===== config.mk =====
export PLATFORM = sky130hd
export DESIGN_NAME = irrigation_sequencer
export DESIGN_NICKNAME = d
export VERILOG_FILES = /design/src/rtl/irrigation_sequencer.sv
export SDC_FILE = /design/constraint.sdc
export NUM_CORES = 1
export LEC_CHECK = 0
export CORE_UTILIZATION = 33
export DETAILED_ROUTE_END_ITERATION = 12
export PLACE_DENSITY_LB_ADDON = 0.08
export SETUP_SLACK_MARGIN = 0.1
export SYNTH_ARGS = -nofsm -noshare
export SYNTH_HDL_FRONTEND = slang
export SYNTH_SLANG_ARGS = --single-unit
export TNS_END_PERCENT = 30

===== constraint.sdc =====
create_clock -name clock -period 1.8 [get_ports clock]
set_input_delay 0.36 -clock clock [delete_from_list [all_inputs] [get_ports clock]]
set_output_delay 0.36 -clock clock [all_outputs]
set_load 0.03 [all_outputs]

===== src/rtl/irrigation_sequencer.sv =====
// Valve sequencer: turns divider timebases into tick enables and runs timed drip/spray doses,
// tank refill and post-dose cooldown, with a sticky sensor-conflict alarm.
module irrigation_sequencer #(
  parameter int unsigned DRIP_TICKS     = 8,
  parameter int unsigned SPRAY_TICKS    = 4,
  parameter int unsigned COOLDOWN_TICKS = 2
) (
  input  logic       clock,
  input  logic       reset,
  input  logic       clock_Got,
  input  logic       clock_Asp,
  input  logic       soil_dry,
  input  logic       air_hot,
  input  logic       tank_low,
  input  logic       tank_high,
  output logic       valve_got,
  output logic       valve_asp,
  output logic       valve_fill,
  output logic       busy,
  output logic       error,
  output logic [1:0] mode_code
);

  localparam logic [7:0] DripLoad  = 8'(DRIP_TICKS);
  localparam logic [7:0] SprayLoad = 8'(SPRAY_TICKS);
  localparam logic [7:0] CoolLoad  = 8'(COOLDOWN_TICKS);

  typedef enum logic [2:0] {
    StIdle,
    StFill,
    StDrip,
    StSpray,
    StHold,
    StError
  } state_e;

  state_e     state_q, state_d;
  logic [7:0] cnt_q, cnt_d;

  logic got_d1_q, got_d2_q, asp_d1_q, asp_d2_q;
  logic tick_got, tick_asp, tick_dose, conflict;

  logic       valve_got_d, valve_asp_d, valve_fill_d, busy_d, error_d;
  logic [1:0] mode_code_d;

  // Edge detectors preload the live level during reset so release never fakes a rising edge.
  always_ff @(posedge clock) begin
    if (reset) begin
      got_d1_q <= clock_Got;
      got_d2_q <= clock_Got;
      asp_d1_q <= clock_Asp;
      asp_d2_q <= clock_Asp;
    end else begin
      got_d1_q <= clock_Got;
      got_d2_q <= got_d1_q;
      asp_d1_q <= clock_Asp;
      asp_d2_q <= asp_d1_q;
    end
  end

  assign tick_got  = got_d1_q & ~got_d2_q;
  assign tick_asp  = asp_d1_q & ~asp_d2_q;
  assign tick_dose = (state_q == StDrip) ? tick_got : tick_asp;
  assign conflict  = tank_low & tank_high;

  always_comb begin
    state_d = state_q;
    cnt_d   = cnt_q;
    unique case (state_q)
      StIdle: begin
        if (conflict) begin
          state_d = StError;
          cnt_d   = 8'd0;
        end else if (tank_low) begin
          state_d = StFill;
          cnt_d   = 8'd0;
        end else if (soil_dry && air_hot) begin
          state_d = StDrip;
          cnt_d   = DripLoad;
        end else if (soil_dry) begin
          state_d = StSpray;
          cnt_d   = SprayLoad;
        end
      end
      StFill: begin
        if (conflict) begin
          state_d = StError;
          cnt_d   = 8'd0;
        end else if (tank_high) begin
          state_d = StIdle;
          cnt_d   = 8'd0;
        end
      end
      StDrip, StSpray: begin
        if (conflict) begin
          state_d = StError;
          cnt_d   = 8'd0;
        end else if (tank_low) begin
          state_d = StFill;
          cnt_d   = 8'd0;
        end else if (tick_dose && cnt_q == 8'd1) begin
          state_d = StHold;
          cnt_d   = CoolLoad;
        end else if (tick_dose) begin
          cnt_d = cnt_q - 8'd1;
        end
      end
      StHold: begin
        if (conflict) begin
          state_d = StError;
          cnt_d   = 8'd0;
        end else if (tick_asp && cnt_q == 8'd1) begin
          state_d = StIdle;
          cnt_d   = 8'd0;
        end else if (tick_asp) begin
          cnt_d = cnt_q - 8'd1;
        end
      end
      StError: begin
        state_d = StError;
        cnt_d   = 8'd0;
      end
      default: begin
        state_d = StError;
        cnt_d   = 8'd0;
      end
    endcase
  end

  // Outputs are decoded from the next state and registered alongside it.
  always_comb begin
    valve_got_d  = (state_d == StDrip);
    valve_asp_d  = (state_d == StSpray);
    valve_fill_d = (state_d == StFill);
    busy_d       = (state_d != StIdle);
    error_d      = (state_d == StError);
    mode_code_d  = 2'b00;
    unique case (state_d)
      StFill:  mode_code_d = 2'b01;
      StDrip:  mode_code_d = 2'b10;
      StSpray: mode_code_d = 2'b11;
      default: mode_code_d = 2'b00;
    endcase
  end

  always_ff @(posedge clock) begin
    if (reset) begin
      state_q    <= StIdle;
      cnt_q      <= 8'd0;
      valve_got  <= 1'b0;
      valve_asp  <= 1'b0;
      valve_fill <= 1'b0;
      busy       <= 1'b0;
      error      <= 1'b0;
      mode_code  <= 2'b00;
    end else begin
      state_q    <= state_d;
      cnt_q      <= cnt_d;
      valve_got  <= valve_got_d;
      valve_asp  <= valve_asp_d;
      valve_fill <= valve_fill_d;
      busy       <= busy_d;
      error      <= error_d;
      mode_code  <= mode_code_d;
    end
  end

endmodule


==> results of run 1 <==
[metal layers]
metal / routed length [um] / part of all wire (%) / global-route usage, % / up-vias
li1: - / - / - / 653
met1: 1670 / 46 / 24.1 / 643
met2: 1830 / 50 / 36.8 / 15
met3: 88 / 2.4 / 2.90 / 5
met4: 44 / 1.2 / 6.10 / 0
met5: 0 / 0 / 0 / -
[sequential cells by signal, indices dropped and copies added, names as in the netlist]
name and count:
asp_d1_q 1, asp_d2_q 1, busy 1, cnt_q 8, error 1, got_d1_q 1, got_d2_q 1, mode_code 2
state_q 3, valve_asp 1, valve_fill 1, valve_got 1
[power breakdown]
group | switching, W | leakage (nW) | internal [W]
sequential | 0.0000257 | 0.184 | 0.000523
clock | 0.000177 | 0.0357 | 0.000298
combinational | 0.000265 | 0.602 | 0.000281
[through the flow]
stage | area, um^2 | setup TNS (ps)
4_1_cts | 1950 | -136
6_report | 2040 | -122
2_1_floorplan | 1270 | -5.19
3_3_place_gp | 1760 | -4780
5_1_grt | 2040 | -1130
3_5_place_dp | 1760 | -5090
[worst max-delay path, stage by stage (launching register included)]
cell and delay, ps:
dfxtp_2 330, inv_2 70, ha_4 130, or4b_4 490, o41ai_2 210, o311a_2 250
nand2_2 60, o31a_1 240
[cells in the final DEF (no fill, tap or decap), types with 4 or more instances in the layout]
cell,n
nand2_1,9
dfxtp_1,17
nor2_1,12
clkdlybuf4s50_1,11
buf_4,48
nor3_1,4
buf_6,4
or3_1,4
nor2b_1,4
inv_1,11
[cells by family (layout without fill, tap and decap cells)]
logic type | count (synthesis) | in the layout
AOI/OAI and AO/OA | 35 | 35
xor gates and xnor gates | 1 | 1
adders and majority gates | 2 | 2
buffers and inverters | 19 | 82
DFF | 22 | 22
muxes | 4 | 4
and+or+nand+nor | 59 | 59
[worst max path at each step]
stage	endpoint	cells past startpoint	slack [ps]	from
2_1_floorplan	busy	7	-5	cnt_q[1]
3_3_place_gp	cnt_q[6]	7	-490	tank_high
3_5_place_dp	cnt_q[6]	7	-520	tank_high
5_1_grt	busy	7	-140	cnt_q[1]
6_report	busy	7	-70	cnt_q[1]
4_1_cts	busy	7	-70	cnt_q[1]
[layout make-up]
cell class                      count  area [um^2]
Fill cell                         309         1410
Multi-Input combinational cell    101          870
Timing Repair Buffer               66          542
Sequential cell                    22          452
Tap cell                           46         57.6
Inverter                           12         45.0
Clock buffer                        3         41.3
Clock inverter                      1         30.0
[timing repair]
| action | in CTS | in global routing |
|---|---|---|
| buffers inserted | 2 | 5 |
| pin swaps | 17 | 16 |
| gates cloned | 0 | 0 |
| gates resized for setup | 27 | 12 |
| endpoints found under the setup margin | 17 | 17 |
==> impl_results.md, run 1 <==
* Mux contribution to synthesized area at between 3 and 4%
* Clk Latency, worst-skew pair at 270 ps
* Pre-CTS WS at -517 ps
* Dpl hpwl at 2.55 mm
* Setup violators final at 6
* Share of cells above drive strength 1 at ~48%
* Die height at 63.1 um
* Final WL at between 3 and 4 mm
* Flop-to-flop setup slack at -70 ps
* Chip width at 63.1 um
* Crit path max fanout at 2
* Violated checks: negative setup slack
* # Max-Cap Violations at 0
* Final Critical Period at 1870 ps
* Max-slew violation count at 0
* Core Region at 3440 um^2
* Die area at approximately 4000 um^2
* Global-route wire length before repair at 6.38 mm
* Core Util, Final at 59.2%
* WS Path Type: reg2reg
* WL/cell at 14.5 um
* Io pins at 15
* Reg2Reg Launch Point: cnt_q[1]
* Vias in the first global route at 1395
* Post-synthesis compound-gate area fraction at 23.8%
* Pwr Total at 0.00157 W
* Hold-fix buffers, CTS at 0
* CTS Buf Count at 3
* Syn Area/Cell at ~8.7 um^2
* NumNets Final at 216
* Post-synth top area share at 35.8%
* Post-route ant nets at 0
* Largest area contributor in the netlist: dfxtp_1
* Final global-route overflow total at 0
* Final std cells w/o fill at about 250
* Register-to-Register Path Depth at 7
* RSZ-0062 raised after global routing: true
* Post-Synth XOR/XNOR Area at 0.711%
* Arrival time worst endpoint at slightly above 2000 ps
* Post-Synth Simple-Gate Area at 26.7%
* Share of the yosys chip area belonging to registers at 35.8%
* Hold Crit Start: got_d1_q
* Initial DRT Pass Iterations at 4
* Num Clock Sinks at 22
* Max clock buf depth at 2
* Final Hold Fails at 0
* Adder-Cell Fraction of Synth Area at 2.03%
* Vias per cell at 5.24
* Post-Syn Area at 1230 um^2
* Count leader, synth: dfxtp_1
* Worst Tran Pin Value at approximately 430 ps
* Final hold slack at 488 ps
* Worst hold stages at 1
* Status: finished, violations left
* Pwr dens at 771 nW/um^2
* Dominant synthesized flop cell: dfxtp_1
* Worst endpoint required time at 1970 ps
* GR Util All Layers at 20.2%
* Initial antenna violation count at 0
* Synthesized instance count at 142
* Critical path startpoint category: register
* Worst-path clk slew at roughly 90 ps
* Mapped Nets at 152
* Leak at approximately 0.82 nW
* YS warnings at 0
* Routed via count at 1316
* Diode count at 0
* Seq cells post-synth at 22
* Cells after DPL at 241
* Period utilization at 104%
* Largest family of logic cells by synthesized area: simple AND/OR/NAND/NOR gates
* Top post-synthesis cells by area: dfxtp_1 36%, inv_1 3.7%, nor2_1 3.7%
* Initial core utilization at 35.8%
* Clock root cell: clkbuf_8
* Syn-to-layout area delta at 65.4%
* DR iter-0 viols at 97
* Port Buffers at 14
* CTS tree: yes
* Asr flop ratio synth at 0%
* Synth cell types at 47
* GPL Wtd Cong at between 0.8 and 0.9
* Reg-to-reg endpoint: busy
* Worst Hold End: got_d2_q
* Worst VDD drop at between 0.3 and 0.4 mV
* Worst setup margin at -66.9 ps
* Slew headroom at 71.0%
* Row cnt at 21
* H-tree depth at 1
* Largest net degree at the start of global routing at 14
* Worst min path class: reg2reg
* CP Capture Type: register
* Post-synth EDFFs at 0
* Achievable Freq at 0.536 GHz
* Post-synth top cells: 22 x dfxtp_1, 12 x inv_1, 12 x nor2_1
* Skew final at 12.3 ps
* Remaining DRCs at 0
No activity file was read; power rests on OpenSTA's default activity.
==> inputs of run 2 (changes only) <==
--- a/config.mk
+++ b/config.mk
@@ -6,6 +6,7 @@
 export NUM_CORES = 1
 export LEC_CHECK = 0
 export CORE_UTILIZATION = 33
+export CTS_BUF_LIST = sky130_fd_sc_hd__clkbuf_4
 export DETAILED_ROUTE_END_ITERATION = 12
 export PLACE_DENSITY_LB_ADDON = 0.08
 export SETUP_SLACK_MARGIN = 0.1
==> constraint.sdc (replaced) <==
create_clock -name clock -period 2.25 [get_ports clock]
set_input_delay 0.45 -clock clock [delete_from_list [all_inputs] [get_ports clock]]
set_output_delay 0.45 -clock clock [all_outputs]
set_load 0.03 [all_outputs]
==> run 2 against run 1 <==
Critical path depth is 1 lower. First-iteration DRC count shrank 16%. Largest cell class unchanged. Combinational power is 44% lower. The flow now finishes without violations. Register-to-register slack gained 260 ps. Clock skew decreased by 7.8 ps.
==> impl_results.md, run 2 (synthesis results as in run 1) <==
* NumNets Final at 183 (-15%)
* Final Hold Fails at 0 (unchanged)
* Pwr Total at 0.00107 W (-32%)
* Vias per cell at 5.43 (+3.6%)
* Critical path startpoint category: primary input
* Worst endpoint required time at 2480 ps (+510 ps)
* Most frequent cells in the layout: 21 x dfxtp_1, 19 x buf_4, 14 x clkdlybuf4s50_1
* Dpl hpwl at 2.41 mm (-5.3%)
* Setup violators final at 0 (-6)
* Final hold slack at 510 ps (+22.1 ps)
* Core Util, Final at 47.0% (-12 points)
* Setup Fix Bufs, Post-CTS at 0 (-2)
* Remaining DRCs at 0 (unchanged)
* Hold-fix buffers, CTS at 0 (unchanged)
* Worst min path class: reg2reg
* Achievable Freq at 0.482 GHz
* Clk Latency, worst-skew pair at 330 ps (+60 ps)
* Initial core utilization at 35.8% (unchanged)
* Initial antenna violation count at 0 (unchanged)
* Worst-path clk slew at 140 ps (+50 ps)
* Largest registers: cnt_q x8, state_q x3, mode_code x2
* Clock root cell: clkbuf_4
* Post-route ant nets at 0 (unchanged)
* Worst Tran Pin Value at 478 ps (+45.2 ps)
* # Max-Cap Violations at 0 (unchanged)
* H-tree depth at 1 (unchanged)
* Io pins at 15 (unchanged)
* Final global-route overflow total at 0 (unchanged)
* Num Clock Sinks at 22 (unchanged)
* Syn-to-layout area delta at 31.5%
* Routed via count at 1184 (-10%)
* CP Capture Type: register
* Leak at 0.618 nW (-25%)
* Skew final at 4.46 ps (-7.81 ps)
* Cells after DPL at 214 (-11%)
* Pwr dens at 662 nW/um^2 (-14%)
* Core Region at 3440 um^2 (unchanged)
* Die height at 63.1 um (unchanged)
* GR Util All Layers at 17.6% (-2.6 points)
* Status: finished clean
* DR iter-0 viols at 81 (-16%)
* CTS Buf Count at 3 (unchanged)
* Largest net degree at the start of global routing at 14 (unchanged)
* Final Critical Period at 2070 ps
* Number of flip-flops in the largest register at 8 (unchanged)
* Arrival time worst endpoint at 2310 ps (+270 ps)
* Most flop-heavy register: cnt_q
* WL/cell at 14.9 um (+3.1%)
* Max clock buf depth at 2 (unchanged)
* Port Buffers at 14 (unchanged)
* Period utilization at 92.1%
* Max-slew violation count at 0 (unchanged)
* Chip width at 63.1 um (unchanged)
* Final WL at 3.25 mm (-10%)
* GPL Wtd Cong at 0.843 (-1.5%)
* Crit path max fanout at 7 (+5)
* Die area at 3980 um^2 (unchanged)
* Worst VDD drop at 0.344 mV (-12%)
* RSZ-0062 raised after global routing: true
* Row cnt at 21 (unchanged)
* Slew headroom at 67.9% (-3.0 points)
* Final std cells w/o fill at 218 (-13%)
* CTS tree: yes
* Global-route wire length before repair at 5.44 mm (-15%)
* Vias in the first global route at 1211 (-13%)
* Share of cells above drive strength 1 at 23.3% (-25 points)
* Most common cell after layout, fill and taps aside: dfxtp_1
* WS Path Type: in2reg
* Initial DRT Pass Iterations at 4 (unchanged)
* Diode count at 0 (unchanged)
## run 2: changes by cell type in the layout (fill, tap and decap cells not counted), sizes merged
cell / change
buf: -33
dlygate4sd2: -3
clkdlybuf4s50: +3
## run 2: stage by stage
stage               instance area [um^2]  setup TNS, ps  worst slack, ps
floorplan                           1230              0              287
global placement                    1520          -1380             -256
detailed placement                  1520          -1360             -237
CTS                                 1580              0              125
global route                        1620              0             80.5
finish                              1620              0              177
## run 2: what timing repair did
action	CTS	global route
gates resized for setup	1	8
pin swaps	0	0
setup endpoints to repair	1	8
## run 2: area by class of cell
cell class,count,area (um^2)
clock buffers,3,22.5
clock inverters,1,30.0
fillers,358,1820
inverters,12,45.0
multi-input cells,101,739
flip-flops and latches,22,442
well taps,46,57.6
repair buffers,33,283
## run 2: worst paths after layout
check                           startpoint  endpoint  slack, ps  cells after the start
worst min register to register    got_d1_q  got_d2_q        510                      1
worst max register to register    cnt_q[1]      busy        190                      7
worst max-delay path              tank_low  cnt_q[2]        180                      6
worst min-delay path              got_d1_q  got_d2_q        510                      1
## run 2: layer usage
metal  up-vias  wire length (um)  global-route usage, %
li1        585                 -                      -
met1       556              1530                   21.5
met2        34              1500                   29.2
met3         9               149                   3.62
met4         0                79                   8.72
met5         -                 0                      0
## run 2: power breakdown
group / leakage (nW) / total, W / internal, W / switching (W)
combinational: 0.408 / 0.000305 / 0.000141 / 0.000164
sequential: 0.182 / 0.000443 / 0.000419 / 0.0000245
clock: 0.0279 / 0.000323 / 0.000180 / 0.000143
total: 0.618 / 0.00107 / 0.000741 / 0.000331
## run 2: critical path, stage by stage
cell             delay (ps)
clkdlybuf4s50_1         500
or3_1                   390
a211oi_1                350
or3_4                   240
a311oi_1                 50
a311o_1                 320
